**src/rtl/avst_stream_arbiter.sv**
```systemverilog
// -----------------------------------------------------------------------------
// avst_stream_arbiter
//
// Round-robin arbiter sharing one Avalon-ST sink (readyLatency 0) between
// NUM_SRC Avalon-ST sources. One source is granted at a time, its beats are
// forwarded through a registered output stage and tagged with the source
// index on sink_channel.
//
// Configuration macro: AVST_ARB_BURST_EN
//   defined   : a grant is held for up to BURST_LEN beats.
//   undefined : every grant releases after exactly one accepted beat
//               (per-beat interleaving) and no beat counter is built.
//
// Parameters:
//   DATA_WIDTH  beat width in bits
//   NUM_SRC     number of sources (2..16)
//   BURST_LEN   maximum beats per grant (1..256), burst mode only
//
// Ports:
//   clk           clock
//   rst           synchronous active-high reset
//   src_valid     per-source valid
//   src_data      source i at [i*DATA_WIDTH +: DATA_WIDTH]
//   src_ready     per-source ready (combinational)
//   sink_ready    downstream ready
//   sink_valid    output beat valid (registered)
//   sink_data     output beat (registered)
//   sink_channel  source index of the output beat (registered)
//   busy          high while a grant is held (registered)
// -----------------------------------------------------------------------------
module avst_stream_arbiter #(
  parameter int DATA_WIDTH = 32,
  parameter int NUM_SRC    = 4,
  parameter int BURST_LEN  = 8
) (
  input  logic                          clk,
  input  logic                          rst,
  input  logic [NUM_SRC-1:0]            src_valid,
  input  logic [NUM_SRC*DATA_WIDTH-1:0] src_data,
  output logic [NUM_SRC-1:0]            src_ready,
  input  logic                          sink_ready,
  output logic                          sink_valid,
  output logic [DATA_WIDTH-1:0]         sink_data,
  output logic [$clog2(NUM_SRC)-1:0]    sink_channel,
  output logic                          busy
);

  localparam int CH_W = $clog2(NUM_SRC);

  typedef enum logic [0:0] {
    ST_IDLE  = 1'b0,
    ST_GRANT = 1'b1
  } state_t;

  state_t                state_q;
  logic [CH_W-1:0]       ptr_q;
  logic [CH_W-1:0]       gnt_q;
  logic                  busy_q;
  logic                  sink_valid_q;
  logic [DATA_WIDTH-1:0] sink_data_q;
  logic [CH_W-1:0]       sink_channel_q;

  logic                  out_free_s;
  logic                  xfer_s;
  logic                  last_beat_s;
  logic                  pick_found_s;
  logic [CH_W-1:0]       pick_idx_s;

`ifdef AVST_ARB_BURST_EN
  localparam int CNT_W = $clog2(BURST_LEN + 1);
  logic [CNT_W-1:0]      beat_cnt_q;
`endif

  // First requester strictly after 'last', wrapping; returns {found, index}.
  // Starting after the previous winner gives it the lowest priority.
  function automatic logic [CH_W:0] rr_pick(input logic [NUM_SRC-1:0] req,
                                            input logic [CH_W-1:0]    last);
    logic            found;
    logic [CH_W-1:0] idx;
    logic [CH_W-1:0] cand;
    found = 1'b0;
    idx   = {CH_W{1'b0}};
    for (int k = 1; k <= NUM_SRC; k++) begin
      cand = CH_W'((int'(last) + k) % NUM_SRC);
      if (!found && req[cand]) begin
        found = 1'b1;
        idx   = cand;
      end
    end
    return {found, idx};
  endfunction

  // The output register can take a new beat when empty or draining this cycle.
  assign out_free_s = !sink_valid_q || sink_ready;

  // A source transfer: granted source valid while the output stage is free.
  assign xfer_s = (state_q == ST_GRANT) && src_valid[gnt_q] && out_free_s;

`ifdef AVST_ARB_BURST_EN
  assign last_beat_s = (beat_cnt_q == CNT_W'(BURST_LEN - 1));
`else
  assign last_beat_s = 1'b1;
`endif

  // Round-robin selection from the pointer, evaluated every cycle.
  always_comb begin
    {pick_found_s, pick_idx_s} = rr_pick(src_valid, ptr_q);
  end

  // Ready goes only to the granted source and only when the output can load.
  always_comb begin
    src_ready = {NUM_SRC{1'b0}};
    if ((state_q == ST_GRANT) && out_free_s) begin
      src_ready[gnt_q] = 1'b1;
    end else begin
      src_ready = {NUM_SRC{1'b0}};
    end
  end

  // Grant state machine: arbitration in IDLE, burst/idle release in GRANT.
  always_ff @(posedge clk) begin
    if (rst) begin
      state_q <= ST_IDLE;
      ptr_q   <= CH_W'(NUM_SRC - 1);
      gnt_q   <= {CH_W{1'b0}};
      busy_q  <= 1'b0;
`ifdef AVST_ARB_BURST_EN
      beat_cnt_q <= {CNT_W{1'b0}};
`endif
    end else begin
      case (state_q)
        ST_IDLE: begin
          if (pick_found_s) begin
            gnt_q   <= pick_idx_s;
            ptr_q   <= pick_idx_s;
            state_q <= ST_GRANT;
            busy_q  <= 1'b1;
`ifdef AVST_ARB_BURST_EN
            beat_cnt_q <= {CNT_W{1'b0}};
`endif
          end
        end
        ST_GRANT: begin
          if (!src_valid[gnt_q]) begin
            // Idle release: the granted source has nothing to send.
            state_q <= ST_IDLE;
            busy_q  <= 1'b0;
          end else if (xfer_s) begin
`ifdef AVST_ARB_BURST_EN
            beat_cnt_q <= beat_cnt_q + CNT_W'(1);
`endif
            if (last_beat_s) begin
              state_q <= ST_IDLE;
              busy_q  <= 1'b0;
            end
          end
        end
        default: begin
          state_q <= ST_IDLE;
          busy_q  <= 1'b0;
        end
      endcase
    end
  end

  // Output stage: load on transfer, clear on drain, otherwise hold.
  always_ff @(posedge clk) begin
    if (rst) begin
      sink_valid_q   <= 1'b0;
      sink_data_q    <= {DATA_WIDTH{1'b0}};
      sink_channel_q <= {CH_W{1'b0}};
    end else if (xfer_s) begin
      sink_valid_q   <= 1'b1;
      sink_data_q    <= src_data[int'(gnt_q)*DATA_WIDTH +: DATA_WIDTH];
      sink_channel_q <= gnt_q;
    end else if (sink_ready) begin
      sink_valid_q   <= 1'b0;
    end
  end

  assign sink_valid   = sink_valid_q;
  assign sink_data    = sink_data_q;
  assign sink_channel = sink_channel_q;
  assign busy         = busy_q;

endmodule

```
**config.mk**
```make
export PLATFORM = sky130hd
export DESIGN_NAME = avst_stream_arbiter
export DESIGN_NICKNAME = d
export VERILOG_FILES = /design/src/rtl/avst_stream_arbiter.sv
export SDC_FILE = /design/constraint.sdc
export NUM_CORES = 1
export LEC_CHECK = 0
export ABC_AREA = 1
export BUFFER_PORTS_ARGS = -buffer_cell sky130_fd_sc_hd__buf_2
export CORE_MARGIN = 5
export CORE_UTILIZATION = 46
export DETAILED_ROUTE_END_ITERATION = 10
export PLACE_DENSITY = 0.9
export SYNTH_ARGS = -nofsm -noshare
export SYNTH_HDL_FRONTEND = slang
export SYNTH_SLANG_ARGS = --single-unit
```
**constraint.sdc**
```tcl
create_clock -name clk -period 2.55 [get_ports clk]
set_clock_uncertainty 0.2 [all_clocks]
set_input_delay 0 -clock clk [delete_from_list [all_inputs] [get_ports clk]]
set_output_delay 0 -clock clk [all_outputs]
set_load 0.01 [all_outputs]
```
=== Yosys cells after proc, flatten, opt, wreduce, memory -nomap -nowiden ===
Cells that the tools add are included.

* Flip-flop bits (word level): 41
* Logic and storage cells: 67

* Add/sub/neg operators: 4
* $lt $le $gt $ge: 6
* Equal/unequal tests: 2
* Shifts and indexed selects: 1
* Mux-type cells: 31
* Bitwise logic cells: 1
* Reductions and logical operators: 15

{| class="wikitable"
|+ Operators by type and width
! operator !! count
|-
| variable part select 128 x 8 -> 32 bit || 1
|-
| two-way mux 1 bit || 18
|-
| less-than comparator 2 x 3 -> 1 bit (second input constant) || 5
|-
| binary-select mux 1 bit (select 2 bit) || 5
|-
| two-way mux 2 bit || 4
|-
| logical AND 1 bit || 7
|-
| adder 2 x 1 -> 2 bit (second input constant) || 2
|-
| adder 2 bit (second input constant) || 2
|-
| logical NOT 1 bit || 4
|-
| two-way mux 4 bit || 1
|-
| case mux 1 bit (2 select lines) || 2
|-
| AND reduction 2 bit || 2
|-
| != test 3 bit (second input constant) || 1
|-
| demux 1 bit (select 2 bit) || 1
|-
| >= comparator 2 x 1 -> 1 bit (second input constant) || 1
|-
| != test 2 bit (second input constant) || 1
|-
| nonzero test 2 bit || 1
|-
| logical OR 1 bit || 1
|-
| inverter 1 bit || 1
|}

=== Longest topological paths before layout ===
Gate-level depths: netlist (run 1).

* Word-level depth: 15
* Depth in mapped cells: 12

=== Worst setup path before layout (run 1) ===
No wires, ideal clock.

* Path type: reg2reg
* Start: reg gnt_q[0]
* End: reg sink_data_q[11], in the netlist sink_data[11]
* Library setup time: 116 ps
* Arrival time: 1300 ps
* Data required time: 2234 ps
* Path slack: 935 ps
* Stages on the path, launching flop included: 13
* Buffers on the path: 2
* Cells stage by stage: dfxtp_1 > buf_2 > nor2_4 > inv_2 > nor2_1 > nor2_1 > nand3_2 > nand2_4 > nor2_8 > inv_2 > buf_6 > nor2_1 > nor2_1

* Longest elaborated chain between the ends: 4
* Elaborated cells between the ends (all ways): 5

{| class="wikitable"
|+ Ends and longest elaborated chain
! item !! RTL line !! text
|-
| from (decl) || 57 || <nowiki>logic [CH_W-1:0] gnt_q;</nowiki>
|-
| from (signal assigned) || 125 || <nowiki>gnt_q <= {CH_W{1'b0}};</nowiki>
|-
| from (signal assigned) || 134 || <nowiki>gnt_q <= pick_idx_s;</nowiki>
|-
| branches (longest 4 deep; another with variable part select 128 x 8 -> 32 bit) || n/a ||
|-
| to (signal assigned) || 170 || <nowiki>sink_data_q <= {DATA_WIDTH{1'b0}};</nowiki>
|-
| to (signal assigned) || 174 || <nowiki>sink_data_q <= src_data[int'(gnt_q)*DATA_WIDTH +: DATA_WIDTH];</nowiki>
|-
| to (decl) || 60 || <nowiki>logic [DATA_WIDTH-1:0] sink_data_q;</nowiki>
|}

Parallel ways; which one is timed is not known. The select of a mux whose other input is x is not followed.
A chain may end at the register's enable or synchronous reset.

=== Worst setup path in the final report (run 1) ===
* Start: reg gnt_q[0]
* End: reg sink_data_q[5], in the netlist sink_data[5]

The elaborated chain is that of the path after synthesis.

==> results of run 1 <==
-- what timing repair did --
item,CTS,global route
hold buffers,66,0
setup buffers,0,0
hold endpoints to repair,38,0
-- worst min-delay path, delay by kind of cell --
| kind | cells | cell delay [ns] |
|---|---|---|
| simple gates | 3 | 0.29 |
| buf+inv | 1 | 0.12 |
| compound gates | 1 | 0.07 |
-- per-stage QoR --
step | cell area, um^2 | hold WS [ns]
6_report | 4272 | 0.03193
5_1_grt | 4272 | 0.05091
4_1_cts | 4272 | 0.02339
3_5_place_dp | 3525 | 0.07260
3_3_place_gp | 3525 | 0.06096
2_1_floorplan | 2690 | -0.1309
-- sequential cells by signal, indices dropped and copies added, names as in the netlist --
name          flops
sink_channel      2
busy              1
state_q           1
ptr_q             2
sink_valid        1
gnt_q             2
sink_data        32
-- where the power goes --
group / switching, mW / internal (mW)
clock: 0.217 / 0.189
sequential: 0.157 / 0.850
combinational: 1.51 / 1.10
total: 1.89 / 2.14
-- final cells by class --
type / count / area [um^2]
flip-flops and latches: 41 / 823.3
inverters: 18 / 70.07
clock buffers: 5 / 68.82
multi-input cells: 342 / 1610
repair buffers: 248 / 1592
clock inverters: 3 / 17.52
fillers: 425 / 1336
well taps: 72 / 90.09
-- cells by family after synthesis --
kind of cell	Yosys count	share of synthesized area (%)
buffers and inverters	54	9.628
and+or+nand+nor	293	50.56
DFF	41	30.51
AOI/OAI and AO/OA	49	9.302
-- per-layer routing --
| layer | part of all wire [%] | global-route usage (%) |
|---|---|---|
| met1 | 36 | 30.89 |
| met2 | 51 | 52.16 |
| met3 | 9.0 | 5.894 |
| met4 | 4.2 | 13.31 |
| met5 | 0 | 0 |
-- worst max path at each step --
stage                         from            end  slack [ns]  cells past startpoint
after floorplan           gnt_q[0]  sink_data[11]        0.93                     12
after global placement    gnt_q[1]  sink_data[21]        0.60                      8
after detailed placement  gnt_q[0]   sink_data[9]        0.49                      8
after CTS                 gnt_q[0]  sink_data[19]        0.27                      8
after global routing      gnt_q[0]  sink_data[28]        0.09                      8
final                     gnt_q[0]   sink_data[5]        0.26                      8
-- placed cells by master, fill, tap and decap left out, types with 2 or more instances in the layout --
master,Yosys,layout
buf_4,5,8
nor3_1,2,2
inv_2,6,6
o21ai_1,9,9
nand4_1,34,34
a21oi_1,8,8
o21ai_0,30,30
dfxtp_1,41,39
dlygate4sd3_1,0,66
buf_2,4,174
clkinv_2,0,2
nand3_1,104,104
nand2_1,72,72
clkbuf_8,0,5
inv_1,11,11
dfxtp_2,0,2
nor2_1,75,75
==> flow_summary.toml, run 1 <==
[worst_hold_path]
hold_path_depth = 5
min-delay-start = "src_valid[2]"
whs_endpoint = "sink_valid"
min_path_type = "in2reg"

[placement]
gp_congestion = 0.8585
placed_cells = 655
io_buffer_count = 174
post-place-ws_ns = 0.4929
hpwl_mm = 7.149

[grt]
grt_usage_pct = 28.42
first_global_vias = 3964
grt_pass1_wl_mm = 17.43
grt_max_degree = 42
overflow = 0
antenna_found_initial = 0

[clock_tree]
clockBufferDepth = 2
cts_resized = 0
cts_sinks = 41
clk_pin_slew_ns = 0.08
insertion_delay_ns = 0.29
cts_buffers = 5
htree_levels = 2
cts-root-buf = "clkbuf_8"
cts_tree = "done"

[synth]
yosysMostFrequentCell = "nand3_1"
ys_ff_latch = 41
synthTopCellsByCount = "nand3_1 (104), nor2_1 (75), nand2_1 (72)"
syn_nets = 572
synth_area_leader_cell = "dfxtp_1"
ys_dominant_reg_cell = "dfxtp_1"
synth_edf_count = 0
yosys_warnings = 0
netlist_instances = 437
netlist.area_leader.share_pct = 30.51
synth.avg_cell_area_um2 = 6.156
ys_seq_area_share_pct = 30.51
synth_async_sr_flop_share_pct = 0
ys_types = 25
ys_top_cells_by_area = "dfxtp_1 (31%), nand3_1 (19%), nor2_1 (10%)"
synth_area_um2 = 2690

[floorplanning]
start_util_pct = 47.97
rows = 27
die_h_um = 86.47
die_w_um = 86.47
core_area_um2 = 5608
io_pins = 175
dieArea_um2 = 7477

[timing]
setup-tns-final_ns = 0
finalHoldViolations = 0
rsz0062_at_grt = "no"
max_freq_mhz = 437.6
drv_slew = 0
setup_ws_ns = 0.2645
relSlewSlack_pct = 41.54
setup_viol = 0
min_period_ns = 2.285
tightest_slew_ns = 0.8760
period_share_pct = 89.63

[critical_path]
r2r_cells = 8
r2r-start = "gnt_q[0]"
path_max_fanout = 34
endpoint_kind = "flop"
cp-start-kind = "flop"
cp.arrival_ns = 2.27
worstSetupPathType = "reg2reg"
cp_cell_sequence = "buf_4 -> inv_2 -> buf_4 -> nand3_1 -> nand4_1 -> dlygate4sd3_1 -> nor2_1 -> nor2_1"
r2r_end = "sink_data[5]"
crit_family = "buffers and inverters"
critPathSlowestCell = "dlygate4sd3_1"
cpPeakStageDelay_ns = 0.58
reg2reg_slack_ns = 0.26
critical_path_buf_inv_count = 4
worstPathRequired_ns = 2.53

[final_layout]
insertedDiodeCount = 0
drive_gt1_share_pct = 31.20
finalCoreUtilization_pct = 76.17
syn2layout_area_growth_pct = 58.79
finish.net_count = 791
final_cells = 729

[detailed_routing]
drt_iter0_drc = 229
drt_pass1_iterations = 4
drt_wl_total_mm = 11.09
drc = 0
wl_per_cell_um = 15.22
viasPerCell = 5.564
routed-via-count = 4056
postRouteAntennaNets = 0

[power_and_ir_drop]
power_density_nw_per_um2 = 942.8
design_power_total_mw = 4.027
ir_drop_uv = 607.4
leakage_nw = 2.191

[job]
drv_cap = 0

[outcome]
outcome = "finished clean"
(Power assumes the default switching activity.)
==> inputs of run 2 (changes only) <==
Settings changed: RECOVER_POWER set to 50.
==> run 2 against run 1 <==
  * Count of clock-buffer cells in the layout unchanged
  * Global-route usage is the same
  * Via count shrank 0.12%
  * Largest power group unchanged
  * Total power down 1.1%
  * Fmax fell by 0.25%
  * Critical endpoint is now sink_data[12]
  * Routed wire length up 0.36%
  * Die area stayed put
  * Non-clock buffer count unchanged
  * Register-to-register slack hardly changed
  * Hold slack better by 0.0014 ns
  * Design area down 1.1%
  * Critical path type unchanged
==> flow_summary.toml, run 2 (synthesis gave the netlist of run 1 again) <==
[critical_path]
r2r_cells = 8
r2r-start = "gnt_q[0]"
path_max_fanout = 34
worstSetupPathType = "reg2reg"
endpoint_kind = "flop"
reg2reg_slack_ns = 0.26
endpoint = "sink_data[12]"
setup.worst_path.start = "gnt_q[0]"
worstPathRequired_ns = 2.57
cp-start-kind = "flop"
r2r_end = "sink_data[12]"
cp.arrival_ns = 2.31

[final_layout]
insertedDiodeCount = 0
drive_gt1_share_pct = 25.27
largest_reg_flops = 32
multi_input_area_um2 = 1610
syn2layout_area_growth_pct = 56.98
regArea_um2 = 823.3
fillers = 449
final_common_cell = "buf_2"
finish.net_count = 791
layout_common_cells = "buf_2 (135), nand3_1 (104), nor2_1 (75), nand2_1 (72), dlygate4sd3_1 (66)"

[floorplanning]
rows = 27
die_h_um = 86.47
start_util_pct = 47.97
io_pins = 175
dieArea_um2 = 7477
core_area_um2 = 5608
die_w_um = 86.47

[detailed_routing]
drc = 0
drt_iter0_drc = 249
drt_wl_total_mm = 11.13
wl_per_cell_um = 15.27
postRouteAntennaNets = 0
drt_pass1_iterations = 5
viasPerCell = 5.557
routed-via-count = 4051

[clock_tree]
cts_buffers = 5
cts-root-buf = "clkbuf_8"
insertion_delay_ns = 0.29
cts_tree = "done"
clockBufferDepth = 2
cts_sinks = 41
clk_pin_slew_ns = 0.08
cts_resized = 0
htree_levels = 2

[timing]
period_share_pct = 89.85
finalHoldViolations = 0
rsz0062_at_grt = "no"
setup_ws_ns = 0.2588
setup_viol = 0
relSlewSlack_pct = 40.87
setup-tns-final_ns = 0
max_freq_mhz = 436.4
drv_slew = 0
tightest_slew_ns = 0.8859
min_period_ns = 2.291

[outcome]
outcome = "finished clean"

[placement]
hpwl_mm = 7.149
post-place-ws_ns = 0.4929
gp_congestion = 0.8585
io_buffer_count = 174

[grt]
grt_usage_pct = 28.42
antenna_found_initial = 0
grt_max_degree = 42
grt_pass1_wl_mm = 17.43
overflow = 0
first_global_vias = 3964

[power_and_ir_drop]
leakage_nw = 2.033
ir_drop_uv = 596.3
power_density_nw_per_um2 = 943.5

[job]
drv_cap = 0

[worst_hold_path]
min_path_type = "in2reg"
## run 2: cell types whose count changed in the layout (fill, tap and decap cells not counted), sizes merged
| cell | delta |
|---|---|
| buf | -39 |
| clkbuf | +39 |
## run 2: power by group
group	leakage [nW]	internal, mW	switching [mW]	total (mW)
clock network	0.0439	0.189	0.216	0.405
registers	0.337	0.850	0.162	1.01
logic	1.65	1.06	1.51	2.57
total	2.03	2.09	1.89	3.98
## run 2: final cells by class
| class | instances | area share [%] |
|---|---|---|
| clock inverters | 3 | 0.4148 |
| multi-input cells | 342 | 38.13 |
| clock buffers | 5 | 1.630 |
| repair buffers | 248 | 36.53 |
| well taps | 72 | 2.133 |
| flip-flops and latches | 41 | 19.50 |
| inverters | 18 | 1.659 |
## run 2: worst min path at each step
stage,from,endpoint,slack (ns),depth (start not counted)
finish,src_valid[2],sink_valid,0.03,5
global route,src_valid[2],sink_valid,0.05,5
CTS,src_valid[2],sink_valid,0.02,5
detailed placement,rst,gnt_q[0],0.07,2
global placement,rst,busy,0.06,2
floorplan,rst,busy,-0.13,1
## run 2: critical path, stage by stage, from the launching register on
cell           delay, ns
dfxtp_2             0.35
buf_4               0.22
inv_2               0.08
buf_4               0.35
nand3_1             0.17
nand4_1             0.12
dlygate4sd3_1       0.55
nor2_1              0.05
nor2_1              0.11
## run 2: per-layer routing
metal  vias up  wire length, um  GRT usage [%]
li1       1931                -              -
met1      1860             4092          30.89
met2       214             5654          52.16
met3        46              905          5.894
met4         0              481          13.31
met5         -                0              0
## run 2: timing repair
item / 4_1_cts / 5_1_grt
buffers inserted: 0 / 0
hold buffers: 66 / 0
hold endpoints to repair: 38 / 0
## run 2: per-stage QoR
step | instances | instance area [um^2] | hold slack (ns) | power [mW] | util [%]
after floorplan | 437 | 2690 | -0.1309 | 2.500 | -
after global placement | 655 | 3525 | 0.06096 | 3.024 | 62.85
after detailed placement | 655 | 3525 | 0.07260 | 3.105 | 62.85
after CTS | 729 | 4272 | 0.02339 | 3.972 | 76.17
after global routing | 729 | 4223 | 0.05091 | 4.315 | 75.30
final | 729 | 4223 | 0.03336 | 3.984 | 75.30
==> inputs of run 3 (changes only) <==
Settings changed: PLACE_DENSITY 0.9 to 0.94.
==> run 3 against run 2 <==
  * Hold slack improved by 0.023 ns
  * Critical path depth decreased by 2
  * Sequential power about the same
  * Critical path type unchanged
  * Critical endpoint is now sink_data[10]
==> flow_summary.toml, run 3 (synthesis gave the netlist of run 1 again) <==
[grt]
first_global_vias = 4032
antenna_found_initial = 0
grt_pass1_wl_mm = 18.05
grt_usage_pct = 29.57
grt_max_degree = 66
overflow = 0

[timing]
setup-tns-final_ns = 0
relSlewSlack_pct = 37.70
drv_slew = 0
period_share_pct = 92.07
rsz0062_at_grt = "no"
min_period_ns = 2.348
finalHoldViolations = 0
setup_viol = 0
setup_ws_ns = 0.2021
tightest_slew_ns = 0.9334
max_freq_mhz = 425.9

[floorplanning]
io_pins = 175
core_area_um2 = 5608
start_util_pct = 47.97
die_w_um = 86.47
rows = 27
die_h_um = 86.47
dieArea_um2 = 7477

[critical_path]
cp.arrival_ns = 2.38
path_max_fanout = 65
worstPathRequired_ns = 2.58
endpoint_kind = "flop"
cp-start-kind = "flop"
worstSetupPathType = "reg2reg"

[clock_tree]
htree_levels = 2
clk_pin_slew_ns = 0.08
clockBufferDepth = 2
insertion_delay_ns = 0.29
cts_buffers = 5
cts_tree = "done"
cts_sinks = 41
cts-root-buf = "clkbuf_8"
cts_resized = 0

[detailed_routing]
viasPerCell = 5.648
drc = 0
postRouteAntennaNets = 0
drt_iter0_drc = 279
wl_per_cell_um = 16.26
routed-via-count = 4112
drt_wl_total_mm = 11.83
drt_pass1_iterations = 7

[final_layout]
finish.net_count = 790
fillers = 429
layout_common_cells = "buf_2 (135), nand3_1 (104), nor2_1 (75), nand2_1 (72), dlygate4sd3_1 (66)"
regArea_um2 = 822.0
largest_reg_flops = 32
final_cells = 728
final_common_cell = "buf_2"
multi_input_area_um2 = 1610
syn2layout_area_growth_pct = 57.77
drive_gt1_share_pct = 24.85
insertedDiodeCount = 0

[placement]
hpwl_mm = 7.271
io_buffer_count = 174
gp_congestion = 0.8283
placed_cells = 654
post-place-ws_ns = 0.5332

[power_and_ir_drop]
power_density_nw_per_um2 = 977.0
ir_drop_uv = 578.6
leakage_nw = 2.042

[worst_hold_path]
min_path_type = "in2reg"

[job]
drv_cap = 0

[outcome]
outcome = "finished clean"
[run 3: changes by cell type in the layout (fill, tap and decap cells not counted)]
cell / change
clkinv_2: -2
clkbuf_1: +1
clkbuf_8: +1
dfxtp_1: +1
dfxtp_2: -1
buf_4: -1
clkinvlp_4: -1
bufinv_16: +1
[run 3: routing by layer]
| layer | up-vias | routed length, um | track usage [%] | part of all wire, % |
|---|---|---|---|---|
| met5 | - | 0 | 0 | 0 |
| met4 | 0 | 442 | 15.44 | 3.7 |
| met1 | 1827 | 4159 | 30.63 | 35 |
| met3 | 50 | 1296 | 7.510 | 11 |
| met2 | 309 | 5936 | 54.31 | 50 |
| li1 | 1926 | - | - | - |
[run 3: final timing paths]
check	cells after the start	start	endpoint	slack (ns)
worst max-delay path	6	gnt_q[0]	sink_data[10]	0.20
worst min-delay path	5	src_valid[3]	sink_valid	0.06
worst max register to register	6	gnt_q[0]	sink_data[10]	0.20
worst min register to register	2	busy	busy	0.30
[run 3: repair_timing]
action | 4_1_cts | 5_1_grt
endpoints found under the hold margin | 38 | 0
hold buffers | 66 | 0
buffers inserted | 0 | 0
[run 3: area by class of cell]
class,count,area share (%)
Inverter,18,1.651
Multi-Input combinational cell,342,37.94
Timing Repair Buffer,247,36.17
Clock inverter,1,0.7075
Clock buffer,7,2.034
Sequential cell,41,19.37
Tap cell,72,2.123
[run 3: report_power, final]
group	internal (mW)	switching [mW]	total [mW]
logic	1.05	1.54	2.59
registers	0.848	0.168	1.02
clock network	0.319	0.224	0.544
[run 3: stage by stage]
| stage | area (um^2) | power, mW | utilization [%] | hold WS, ns |
|---|---|---|---|---|
| 2_1_floorplan | 2690 | 2.500 | - | -0.1309 |
| 3_3_place_gp | 3517 | 3.011 | 62.72 | 0.04634 |
| 3_5_place_dp | 3517 | 3.091 | 62.72 | 0.05544 |
| 4_1_cts | 4294 | 4.085 | 76.57 | 0.04662 |
| 5_1_grt | 4244 | 4.435 | 75.68 | 0.06047 |
| 6_report | 4244 | 4.146 | 75.68 | 0.05640 |
[run 3: worst max-delay path: stages (launching register included)]
cell and delay [ns]:
dfxtp_2 0.41, buf_4 0.56, nand3_1 0.20, nand4_1 0.15
dlygate4sd3_1 0.58, nor2_1 0.05, nor2_1 0.10
